--- config.mk ---
export PLATFORM = sky130hd
export DESIGN_NAME = range_sum_caller
export DESIGN_NICKNAME = d
export VERILOG_FILES = /design/src/rtl/range_sum_caller.sv
export SDC_FILE = /design/constraint.sdc
export NUM_CORES = 1
export LEC_CHECK = 0
export BUFFER_PORTS_ARGS = -buffer_cell sky130_fd_sc_hd__buf_2
export CORE_MARGIN = 4
export CORE_UTILIZATION = 45
export DETAILED_ROUTE_END_ITERATION = 10
export PLACE_DENSITY_LB_ADDON = 0.08
export SYNTH_ARGS = -nofsm -noshare
export SYNTH_HDL_FRONTEND = slang
export SYNTH_SLANG_ARGS = --single-unit
--- constraint.sdc ---
create_clock -name _clock -period 7.6 [get_ports _clock]
set_clock_uncertainty 0.2 [all_clocks]
set_input_delay 0.38 -clock _clock [delete_from_list [all_inputs] [get_ports _clock]]
set_output_delay 0.38 -clock _clock [all_outputs]
set_load 0.05 [all_outputs]
--- src/rtl/range_sum_caller.sv ---
// Caller that launches a range generator, sums and counts its output stream, then hands back (sum, count).
// Optional build macro RANGE_SUM_CALLER_DEDUP_EN: skip values equal to the previously accepted one.
module range_sum_caller #(
    parameter int unsigned WIDTH = 32
) (
    input  logic                    _clock,
    input  logic                    _reset,
    input  logic                    _start,
    input  logic signed [WIDTH-1:0] base,
    input  logic signed [WIDTH-1:0] limit,
    input  logic signed [WIDTH-1:0] step,
    output logic signed [WIDTH-1:0] gen_base,
    output logic signed [WIDTH-1:0] gen_limit,
    output logic signed [WIDTH-1:0] gen_step,
    output logic                    gen_start,
    output logic                    gen_ready,
    input  logic                    gen_valid,
    input  logic                    gen_done,
    input  logic signed [WIDTH-1:0] gen_0,
    input  logic                    _ready,
    output logic                    _valid,
    output logic                    _done,
    output logic signed [WIDTH-1:0] _0,
    output logic signed [WIDTH-1:0] _1
);

    typedef enum logic [1:0] {
        IDLE    = 2'd0,
        LAUNCH  = 2'd1,
        COLLECT = 2'd2,
        EMIT    = 2'd3
    } state_e;

    state_e           state_q, state_d;
    logic [WIDTH-1:0] base_q, base_d;
    logic [WIDTH-1:0] limit_q, limit_d;
    logic [WIDTH-1:0] step_q, step_d;
    logic [WIDTH-1:0] sum_q, sum_d;
    logic [WIDTH-1:0] count_q, count_d;
    logic             first_q, first_d;
    logic             gen_start_q, gen_start_d;
    logic             gen_ready_q, gen_ready_d;
    logic             valid_q, valid_d;
    logic             done_q, done_d;
    logic             xfer_c;
    logic             accept_c;
`ifdef RANGE_SUM_CALLER_DEDUP_EN
    logic [WIDTH-1:0] prev_q, prev_d;
    logic             have_prev_q, have_prev_d;
`endif

    // State and datapath registers
    always_ff @(posedge _clock) begin
        if (_reset) begin
            state_q     <= IDLE;
            base_q      <= '0;
            limit_q     <= '0;
            step_q      <= '0;
            sum_q       <= '0;
            count_q     <= '0;
            first_q     <= 1'b0;
            gen_start_q <= 1'b0;
            gen_ready_q <= 1'b0;
            valid_q     <= 1'b0;
            done_q      <= 1'b0;
`ifdef RANGE_SUM_CALLER_DEDUP_EN
            prev_q      <= '0;
            have_prev_q <= 1'b0;
`endif
        end else begin
            state_q     <= state_d;
            base_q      <= base_d;
            limit_q     <= limit_d;
            step_q      <= step_d;
            sum_q       <= sum_d;
            count_q     <= count_d;
            first_q     <= first_d;
            gen_start_q <= gen_start_d;
            gen_ready_q <= gen_ready_d;
            valid_q     <= valid_d;
            done_q      <= done_d;
`ifdef RANGE_SUM_CALLER_DEDUP_EN
            prev_q      <= prev_d;
            have_prev_q <= have_prev_d;
`endif
        end
    end

    // Next state; a start request restarts the call from any state
    always_comb begin
        state_d = state_q;
        if (_start) begin
            state_d = LAUNCH;
        end else begin
            case (state_q)
                LAUNCH:  state_d = COLLECT;
                COLLECT: if (gen_done && !first_q) state_d = EMIT;
                EMIT:    if (_ready) state_d = IDLE;
                default: state_d = state_q;
            endcase
        end
    end

    // Accumulation and registered output values
    always_comb begin
        base_d   = base_q;
        limit_d  = limit_q;
        step_d   = step_q;
        sum_d    = sum_q;
        count_d  = count_q;
        xfer_c   = gen_valid && gen_ready_q;
`ifdef RANGE_SUM_CALLER_DEDUP_EN
        prev_d      = prev_q;
        have_prev_d = have_prev_q;
        accept_c    = xfer_c && !(have_prev_q && (gen_0 == prev_q));
`else
        accept_c    = xfer_c;
`endif
        if (_start) begin
            base_d  = base;
            limit_d = limit;
            step_d  = step;
            sum_d   = '0;
            count_d = '0;
`ifdef RANGE_SUM_CALLER_DEDUP_EN
            have_prev_d = 1'b0;
`endif
        end else if (accept_c) begin
            sum_d   = sum_q + gen_0;
            count_d = count_q + WIDTH'(1);
`ifdef RANGE_SUM_CALLER_DEDUP_EN
            prev_d      = gen_0;
            have_prev_d = 1'b1;
`endif
        end
        // gen_done seen in the first COLLECT cycle may be left over from the previous run
        first_d     = (state_q == LAUNCH);
        gen_start_d = (state_d == LAUNCH);
        gen_ready_d = (state_d == COLLECT);
        valid_d     = (state_d == EMIT);
        done_d      = (state_d == IDLE);
    end

    assign gen_base  = base_q;
    assign gen_limit = limit_q;
    assign gen_step  = step_q;
    assign gen_start = gen_start_q;
    assign gen_ready = gen_ready_q;
    assign _valid    = valid_q;
    assign _done     = done_q;
    assign _0        = sum_q;
    assign _1        = count_q;

endmodule

==> metrics.txt, run 1 <==
Starting Density=46.3%; Setup CP Type=reg2reg; CP endpoint=_0[24]; Yosys top cell by area=dfxtp_1; clock buffer depth=2; asr flop ratio synth=0%; drc violations=0; antenna viol nets, final=0; DIE HEIGHT=137 um; gr usage total=between 20% and 30%; Filler Cells Inserted=1343; synthesized netlist net count=approximately 990; setup TNS=0 ns; worst slew pin tran=between 1 and 1.5 ns; vias in the first global route=about 7000; Synth top area share=44.9%; f_max=roughly 0.29 GHz; clk slew on worst S/H paths=roughly 0.07 ns; IO Pins=298; first-pass GRT wire length=~34 mm; Clock Sinks=roughly 170; Clk Latency, worst-skew pair=approximately 0.43 ns; pre-CTS setup slack=approximately 4 ns; global route overflow=0; die footprint=roughly 19000 sq um; initial antenna violation count=0; CP startpoint=_0[0]; Post-DP HPWL=roughly 15 mm; startpoint types=flip-flop; max-slew violation count=0; Nets=1360; Slew HR=roughly a quarter; setup ws final=approximately 4 ns; Top FF cell, synth=dfxtp_1; #FFs+latches synth=about 170; Arr. time, crit path=3.65 ns; leakage power=5.23 nW; reg2reg setup slack=4.11 ns; # H-tree levels=4; synth top area cells=dfxtp_1 (45%), mux2i_1 (13%), nor2_1 (7.3%); Seq/Total Area, Yosys=44.9%; multi-input logic area=3940 sq um; CTS tree=yes; Layout Area Growth over Synthesis=42.3%; CP endpoint kind=flip-flop; Cells after Synth=818; Yosys warning count=0; Finished Cell Area=10600 sq um; largest net degree at the start of global routing=103; row count=46; crit share post-route=46.0%; # Post-CTS Setup Buffers=0; Final GP Congestion=around 0.86; # diodes=0; R2R cell count=12; layout cell share with drive strength beyond 1=28.4%; cts bufs inserted=17; largest fanout on the critical path=5; synthesized cell area=7440 sq um; Tmin final=between 3 and 4 ns; routed vias/inst=5.00; core area=~16000 sq um; Pre-Repair DR Iteration Count=4; Total Wirelength=22.2 mm; clk root buf=clkbuf_16; R2R Path End=_0[24]; max-cap viol count=0; Critical R2R Launch=_0[0]; power density cells=198 nW/um^2; Post-synth EDFFs=0; Reg area=approximately 3300 sq um; DR iter-0 viols=approximately 250; WL/cell=approximately 16 um; Final Hold Vio Count=0; worst hold path class=in2reg; unrepaired setup endpoints after global routing=false; status=finished, final reports clean; die width=~140 um; unique cell type count in the Yosys netlist=between 50 and 60; routed via count=about 7000; CP required=a little under 8 ns; Synth Area per Inst=a little over 9 sq um; Final setup viols=0; Max rail drop VDD=about 0.17 mV; number of I/O port buffers=297; Post-DP Area=~9100 sq um
[kinds of logic after synthesis]
group           Yosys count  share of synthesized area, %
simple gates            298                          17.4
compound gates          131                          10.9
flops                   167                          44.9
buf+inv                  43                          2.17
xor+xnor                 46                          5.42
mux                     100                          13.5
fa+ha+maj                33                          5.65
[critical path, cell delays in order, from the launching register on]
cell,delay [ns]
dfxtp_1,0.32
ha_1,0.20
fa_1,0.41
a21o_1,0.23
a221oi_2,0.39
o211ai_1,0.21
a311oi_1,0.56
o31a_1,0.24
a21oi_2,0.07
a31oi_1,0.23
xnor2_1,0.15
nand2_1,0.07
a21oi_1,0.15
[cell usage after synthesis, types with 2 or more instances]
library cell / instances
nand3_1: 14
a22o_1: 2
a21o_1: 11
xor2_1: 27
and3_1: 12
a211oi_1: 2
a21oi_1: 58
nor3_1: 9
nand4_1: 5
inv_1: 5
and2_1: 7
ha_1: 32
or3_1: 10
o21bai_1: 2
xnor2_1: 19
a31oi_1: 2
o21ai_1: 4
o31ai_1: 2
clkbuf_1: 31
buf_1: 7
nand2_1: 77
nor2_1: 144
mux2i_1: 100
dfxtp_1: 167
nor2b_1: 4
o21ai_0: 23
nand2b_1: 6
a21oi_2: 2
and4_1: 2
o21a_1: 5
[worst min path at each step]
stage	startpoint	to	slack, ns	depth (start not counted)
2_1_floorplan	state_q[1]	first_q	0.24	1
3_3_place_gp	_0[3]	_0[3]	0.26	2
3_5_place_dp	state_q[1]	first_q	0.26	1
4_1_cts	limit[4]	gen_limit[4]	0.00003	3
5_1_grt	base[12]	gen_base[12]	0.002	3
6_report	limit[4]	gen_limit[4]	0.01	3
[registers in the layout (all words and copies together), names as in the netlist]
register   cells
_0            32
_1            32
_done          1
_valid         1
first_q        1
gen_base      32
gen_limit     32
gen_ready      1
gen_start      1
gen_step      32
state_q        2
[report_power, final]
part	leakage, nW	total (mW)	switching [mW]	internal [mW]
Sequential	1.37	0.924	0.0167	0.907
Clock	0.273	0.836	0.393	0.443
Combinational	3.60	0.339	0.215	0.124
[cell type report]
cell class	instances	share of cell area, %
sequential	167	31.6
inverter	5	0.177
clock inverter	14	1.26
clock buffer	18	4.15
tap	216	2.55
timing repair buffer	394	23.1
multi-input combinational	608	37.2
[layer usage]
metal	wire length, um	global-route usage [%]
met3	1800	8.09
met4	579	9.07
met5	0	0
met2	11000	39.8
met1	8820	26.0
[per-stage QoR]
step	hold WS, ns	power (mW)	instances	util [%]
floorplan	0.238	1.15	818	-
global placement	0.260	1.24	1298	56.6
finish	0.0135	2.10	1422	65.9
global route	0.00220	2.18	1422	65.9
CTS	0.0000285	2.11	1422	65.9
detailed placement	0.260	1.24	1298	56.6
[layout by cell type, fill, tap and decap left out, types with 3 or more instances in the layout]
cell	netlist	layout
o21a_1	5	5
a21oi_1	58	58
inv_1	5	5
o21ai_0	23	23
inv_6	0	5
nand4_1	5	5
nand2b_1	6	6
nor2_1	144	144
dfxtp_1	167	167
clkbuf_16	0	17
ha_1	32	32
nand2_1	77	77
buf_4	0	6
buf_2	0	296
o21ai_1	4	4
xor2_1	27	27
clkinvlp_4	0	3
and2_1	7	7
xnor2_1	19	19
or3_1	10	10
nor2b_1	4	4
dlygate4sd3_1	0	92
and3_1	12	12
inv_8	0	3
nand3_1	14	14
mux2i_1	100	100
a21o_1	11	11
nor3_1	9	9
[repair_timing]
| action | 4_1_cts | 5_1_grt |
|---|---|---|
| hold endpoints to repair | 92 | 0 |
| resized for setup | 0 | 0 |
| hold buffers | 92 | 0 |
Note: power is estimated with default switching activity, not from simulation.
==> inputs of run 2 (changes only) <==
--- a/config.mk
+++ b/config.mk
@@ -5,6 +5,7 @@
 export SDC_FILE = /design/constraint.sdc
 export NUM_CORES = 1
 export LEC_CHECK = 0
+export ABC_AREA = 1
 export BUFFER_PORTS_ARGS = -buffer_cell sky130_fd_sc_hd__buf_2
 export CORE_MARGIN = 4
 export CORE_UTILIZATION = 45
==> constraint.sdc (replaced) <==
create_clock -name _clock -period 3.2 [get_ports _clock]
set_clock_uncertainty 0.2 [all_clocks]
set_input_delay 0.16 -clock _clock [delete_from_list [all_inputs] [get_ports _clock]]
set_output_delay 0.16 -clock _clock [all_outputs]
set_load 0.05 [all_outputs]
==> run 2 against run 1 <==
Compared with the run above:
- routed wire length increased by 30%
- cell count grew 41%
- critical path depth grew 2
- total power increased by 150%
- synthesized cell count is 66% higher
- critical endpoint is now _0[20]
==> metrics.txt, run 2 <==
clk slew on worst S/H paths=0.07 ns (about the same); worst hold path class=in2reg; synthesized cell area=8740 sq um (+17%); DR iter-0 viols=474 (+88%); CP Buf/Inv Count=3 (+3); Flop pwr share=42.4% (-1.6 points); gr usage total=26.1% (+3.0 points); vias in the first global route=9472 (+35%); first-pass GRT wire length=46.5 mm (+35%); routed vias/inst=4.78 (-4.5%); Clk Latency, worst-skew pair=0.44 ns (about the same); WL/cell=14.3 um (-8.2%); DIE HEIGHT=147 um (+7.9%); synth top area cells=dfxtp_1 (38%), nand2_1 (13%), nor2_1 (12%); f_max=about 0.44 GHz; commonest non-fill, non-tap cell in the layout=nand2_1; GRT met3 Usage=7.83% (-0.25 points); Filler Cells Inserted=1740 (+30%); cts bufs inserted=17 (unchanged); worst slew pin tran=0.572 ns (-0.546 ns); clk root buf=clkbuf_16; Setup CP Type=in2reg; CP dominant cell by count=nand3_1; power density cells=432 nW/um^2 (+120%); asr flop ratio synth=0% (unchanged); largest net degree at the start of global routing=77 (-25%); number of I/O port buffers=297 (unchanged); Clock Sinks=167 (unchanged); Final GP Congestion=0.901 (+4.5%); Switching Share=31.4% (+1.6 points); CP max-delay cell=dlygate4sd3_1; Synth top area share=38.3% (-6.7 points); Pre-Repair DR Iteration Count=5 (+1); global route overflow=0 (unchanged); Post-synth top cells=nand2_1 (308), nor2_1 (276), inv_1 (193); Slew HR=61.9% (+36 points); slowest stage delay, CP=0.53 ns (-0.03 ns); antenna viol nets, final=0 (unchanged); Yosys warning count=0 (unchanged); CP required=3.33 ns (-4.43 ns); # Post-CTS Setup Buffers=0 (unchanged); initial antenna violation count=3 (+3); Starting Density=46.2% (-0.085 points); Post-DP HPWL=20.5 mm (+36%); Total Wirelength=28.8 mm (+30%); Yosys top cell by area=dfxtp_1; crit share post-route=71.8%; max-cap viol count=0 (unchanged); row count=50 (+8.7%); status=finished, final reports clean; CP delay by family, top=simple AND/OR/NAND/NOR gates; met1 usage=30.9% (+4.9 points); Post-synth EDFFs=0 (unchanged); Cells after Synth=1356 (+66%); leakage power=6.62 nW (+26%); setup TNS=0 ns (unchanged); clock buffer depth=2 (unchanged); Seq/Total Area, Yosys=38.3% (-6.7 points); max-slew violation count=0 (unchanged); Arr. time, crit path=2.42 ns (-1.23 ns); Clock power frac=39.9% (about the same); drc violations=0 (unchanged); startpoint types=primary input; IO Pins=298 (unchanged); most frequent cell after synthesis=nand2_1; met2 Use GR=43.7% (+3.9 points); layout cell share with drive strength beyond 1=20.5% (-8.0 points); largest fanout on the critical path=4 (-1); core area=18900 sq um (+18%); die footprint=21700 sq um (+16%); routed via count=9613 (+35%); # H-tree levels=4 (unchanged); Final setup viols=0 (unchanged); commonest non-fill, non-tap cells in the layout=nand2_1 (308), buf_2 (297), nor2_1 (276); internal power=3.58 mW (+140%); Nets=1903 (+40%); synthesized netlist net count=1523 (+55%); CP endpoint kind=flip-flop; unique cell type count in the Yosys netlist=36 (-37%); gr busiest metal=met2; unrepaired setup endpoints after global routing=false; net switching power=1.64 mW (+160%); Final Hold Vio Count=0 (unchanged); #FFs+latches synth=167 (unchanged); CTS tree=yes; Tmin final=about 2.3 ns; logic gate share of total power=17.7% (+1.5 points); Worst Hold Margin=0.0107 ns (-0.00282 ns); Max rail drop VDD=0.377 mV (+120%); Top FF cell, synth=dfxtp_1; Synth Area per Inst=6.44 sq um (-29%); die width=147 um (+7.9%); Layout Area Growth over Synthesis=38.0%; sequence of cells on the critical path=dlygate4sd3_1, buf_2, ha_1, fa_1, nand3_1, nand3_1, nand3_1, nand3_1, nand2_1, nand2_1, nand2_1, nand3_1, nand3_1, inv_1
run 2: cell count changes in the layout (fill, tap and decap cells not counted), moves of 19 or more:
cell | before | now
nand3_1 | 14 | 58
mux2i_1 | 100 | 0
inv_1 | 5 | 192
o21ai_0 | 23 | 129
nand2_1 | 77 | 308
a21oi_1 | 58 | 39
nor2_1 | 144 | 276
run 2: path summary, 6_finish.rpt:
path | startpoint | to | slack, ns | cells past startpoint
worst max-delay path | gen_0[0] | _0[20] | 0.90 | 14
worst min-delay path | gen_0[1] | _0[1] | 0.01 | 4
worst max register to register | _0[0] | _0[20] | 0.97 | 12
worst min register to register | _1[5] | _1[5] | 0.27 | 2
run 2: routing by layer:
metal / part of all wire, % / wire length, um
met5: 0 / 0
met4: 3.4 / 988
met3: 7.7 / 2230
met2: 47 / 13600
met1: 42 / 12000
run 2: kinds of logic (layout without fill, tap and decap cells):
group,count (synthesis),after routing,share of synthesized area [%]
flops,167,167,38.3
buf+inv,245,638,10.6
other cells,0,3,0
fa+ha+maj,33,33,4.81
xor+xnor,20,20,2.00
simple gates,687,687,31.9
compound gates,204,204,12.4
run 2: final cells by class:
cell class	instances	area [sq um]	share of cell area, %
multi-input cells	944	4470	37.0
flip-flops and latches	167	3340	27.7
repair buffers	408	2590	21.5
inverters	198	743	6.16
clock buffers	18	429	3.56
well taps	260	325	2.70
clock inverters	14	155	1.29
diodes	3	7.51	0.0623
run 2: what timing repair did:
action | in CTS | in global routing
hold buffers | 103 | 0
gates resized for setup | 0 | 0
hold endpoints to repair | 105 | 0
run 2: metrics by stage:
stage | setup slack (ns) | utilization, % | instances | cell area [sq um] | total power [mW]
2_1_floorplan | 0.916 | - | 1356 | 8740 | 2.81
3_3_place_gp | 1.02 | 55.2 | 1874 | 10400 | 3.06
3_5_place_dp | 0.977 | 55.2 | 1874 | 10400 | 3.06
4_1_cts | 0.920 | 63.8 | 2009 | 12100 | 5.24
5_1_grt | 0.744 | 63.8 | 2012 | 12100 | 5.42
6_report | 0.903 | 63.8 | 2012 | 12100 | 5.21
run 2: power by group through the flow:
stage	clock [mW]	sequential [mW]	combinational (mW)
finish	2.08	2.21	0.920
global route	2.21	2.22	0.988
CTS	2.12	2.21	0.910
detailed placement	0	2.25	0.808
global placement	0	2.25	0.805
floorplan	0	2.56	0.248
run 2: worst reg2reg max path, cell delays in order, from the launching register on:
cell and delay, ns:
dfxtp_1 0.33, ha_1 0.24, fa_1 0.46, nand3_1 0.11, nand3_1 0.13, nand3_1 0.10, nand3_1 0.15, nand2_1 0.12
nand2_1 0.05, nand2_1 0.05, nand3_1 0.06, nand3_1 0.09, inv_1 0.04
==> inputs of run 3 (changes only) <==
--- a/config.mk
+++ b/config.mk
@@ -5,10 +5,10 @@
 export SDC_FILE = /design/constraint.sdc
 export NUM_CORES = 1
 export LEC_CHECK = 0
-export ABC_AREA = 1
+export ABC_AREA = 0
 export BUFFER_PORTS_ARGS = -buffer_cell sky130_fd_sc_hd__buf_2
 export CORE_MARGIN = 4
-export CORE_UTILIZATION = 45
+export CORE_UTILIZATION = 44
 export DETAILED_ROUTE_END_ITERATION = 10
 export PLACE_DENSITY_LB_ADDON = 0.08
 export SYNTH_ARGS = -nofsm -noshare
==> constraint.sdc (replaced) <==
create_clock -name _clock -period 2.1 [get_ports _clock]
set_clock_uncertainty 0.2 [all_clocks]
set_input_delay 0.105 -clock _clock [delete_from_list [all_inputs] [get_ports _clock]]
set_output_delay 0.105 -clock _clock [all_outputs]
set_load 0.05 [all_outputs]
==> run 3 against run 2 <==
Compared with the run above:
- clock power is 42% higher
- sequential share of layout area is 0.26 points higher
- the run now ends with negative setup slack left
- routed wire length is 14% lower
- critical path depth is 3 lower
- sequential power is 51% higher
==> metrics.txt, run 3 (synthesized netlist as in run 1, its figures left out) <==
Final setup viols=25 (+25); logic gate share of total power=17.8% (about the same); placed cells=1425 (-24%); largest fanout on the critical path=4 (unchanged); row count=47 (-6.0%); clk slew on worst S/H paths=0.07 ns (about the same); IO Pins=298 (unchanged); startpoint types=flip-flop; global route overflow=0 (unchanged); crit share post-route=140%; first-pass GRT wire length=39.9 mm (-14%); Clock power frac=38.6% (-1.3 points); Final Hold Vio Count=0 (unchanged); Switching Share=29.9% (-1.5 points); vias in the first global route=7988 (-16%); status=finished with violations; layout cell share with drive strength beyond 1=40.5% (+20 points); unrepaired setup endpoints after global routing=true; Total Wirelength=24.8 mm (-14%); Starting Density=44.9% (-1.4 points); CP endpoint kind=flip-flop; die width=138 um (-6.3%); Nets=1508 (-21%); Flop pwr share=43.6% (+1.2 points); antenna viol nets, final=0 (unchanged); power density cells=632 nW/um^2 (+46%); Clock Sinks=167 (unchanged); WL/cell=15.7 um (+9.9%); setup ws final=-0.831 ns (-1.73 ns); number of I/O port buffers=297 (unchanged); Worst Hold Margin=0.0317 ns (+0.0210 ns); max-cap viol count=0 (unchanged); f_max=0.341 GHz; Slew HR=52.8% (-9.1 points); Design Power=7.66 mW (+47%); # H-tree levels=4 (unchanged); routed vias/inst=4.95 (+3.5%); Reg area=3390 sq um (+1.5%); multi-input logic area=4250 sq um (-4.8%); Post-DP HPWL=16.6 mm (-19%); initial antenna violation count=1 (-2); routed via count=7796 (-19%); die footprint=19100 sq um (-12%); drc violations=0 (unchanged); worst hold path class=in2reg; Final GP Congestion=0.826 (-8.3%); DIE HEIGHT=138 um (-6.3%); Layout Area Growth over Synthesis=63.0%; Finished Cell Area=12100 sq um (+0.58%); Layout Cells excl Fill=1576 (-22%); Filler Cells Inserted=1249 (-28%); clock buffer depth=2 (unchanged); max-slew violation count=0 (unchanged); gr usage total=25.2% (-0.84 points); Arr. time, crit path=3.08 ns (+0.66 ns); CTS tree=yes; Post-DP Area=10200 sq um (-2.6%); commonest non-fill, non-tap cells in the layout=buf_2 (296), dfxtp_1 (142), nor2_1 (140); cts bufs inserted=17 (unchanged); Max rail drop VDD=0.586 mV (+55%); Pre-Repair DR Iteration Count=5 (unchanged); Clk Latency, worst-skew pair=0.42 ns (-0.02 ns); Tmin final=2.93 ns; net switching power=2.29 mW (+40%); leakage power=6.08 nW (-8.2%); CP required=2.25 ns (-1.08 ns); largest net degree at the start of global routing=101 (+31%); worst slew pin tran=0.708 ns (+0.136 ns); commonest non-fill, non-tap cell in the layout=buf_2; core area=16600 sq um (-12%); clk root buf=clkbuf_16; internal power=5.37 mW (+50%); violated checks=negative setup slack; Setup CP Type=reg2reg; DR iter-0 viols=301 (-36%)
==> run 3: cell types whose count changed in the layout (fill, tap and decap cells not counted), moves of 11 or more <==
cell / previous run / this run
buf_4: 7 / 130
dfxtp_1: 167 / 142
dfxtp_2: 0 / 17
inv_1: 192 / 5
mux2i_1: 0 / 100
nand2_1: 308 / 76
nand3_1: 58 / 11
nor2_1: 276 / 140
nor3_1: 18 / 7
o21ai_0: 129 / 20
o21bai_1: 18 / 2
==> run 3: layout make-up <==
type | count | area share, %
multi-input combinational | 608 | 35.0
inverter | 5 | 0.155
antenna | 2 | 0.0413
clock buffer | 20 | 3.60
timing repair buffer | 542 | 30.0
tap | 220 | 2.27
clock inverter | 12 | 0.897
sequential | 167 | 28.0
==> run 3: critical path, stage by stage (launching register included) <==
cell and delay, ns:
dfxtp_4 0.35, ha_4 0.24, a21o_1 0.20, a31o_1 0.21, o2111a_1 0.26, o211ai_2 0.19
a21oi_2 0.08, or2_1 0.22, a211o_2 0.33, o221ai_2 0.14, mux2i_1 0.24, mux2i_1 0.19
==> run 3: what timing repair did <==
action,in CTS,in global routing
pin swaps,21,26
gates resized for setup,23,32
hold buffers,106,0
endpoints found under the hold margin,106,0
buffers inserted,6,11
setup endpoints to repair,28,32
==> run 3: worst paths after layout <==
check	endpoint	cells past startpoint	start	slack (ns)
max	_0[31]	11	_0[4]	-0.83
min	_0[4]	6	gen_0[4]	0.03
max reg2reg	_0[31]	11	_0[4]	-0.83
min reg2reg	_0[14]	2	_0[14]	0.27
==> run 3: per-stage QoR <==
stage                     TNS (ns)  setup slack, ns  util [%]
after floorplan             -12.57           -0.844         -
after CTS                   -12.06           -0.821      71.9
after global placement      -12.46           -0.820      61.3
after detailed placement    -12.99           -0.850      61.3
final                       -12.61           -0.831      73.1
after global routing        -15.73           -0.957      73.1
==> run 3: layer usage <==
metal	wire (um)	vias up	global-route usage, %
met4	817	0	11.4
met3	1610	58	6.56
met5	0	-	0
met1	10200	3607	29.8
li1	-	3877	-
met2	12200	254	43.1
==> run 3: power groups by stage <==
stage	registers, mW	clock network [mW]	logic, mW
detailed placement	3.40	0	1.16
CTS	3.33	3.01	1.33
floorplan	3.80	0	0.358
finish	3.34	2.96	1.36
global route	3.35	3.15	1.45
global placement	3.40	0	1.15
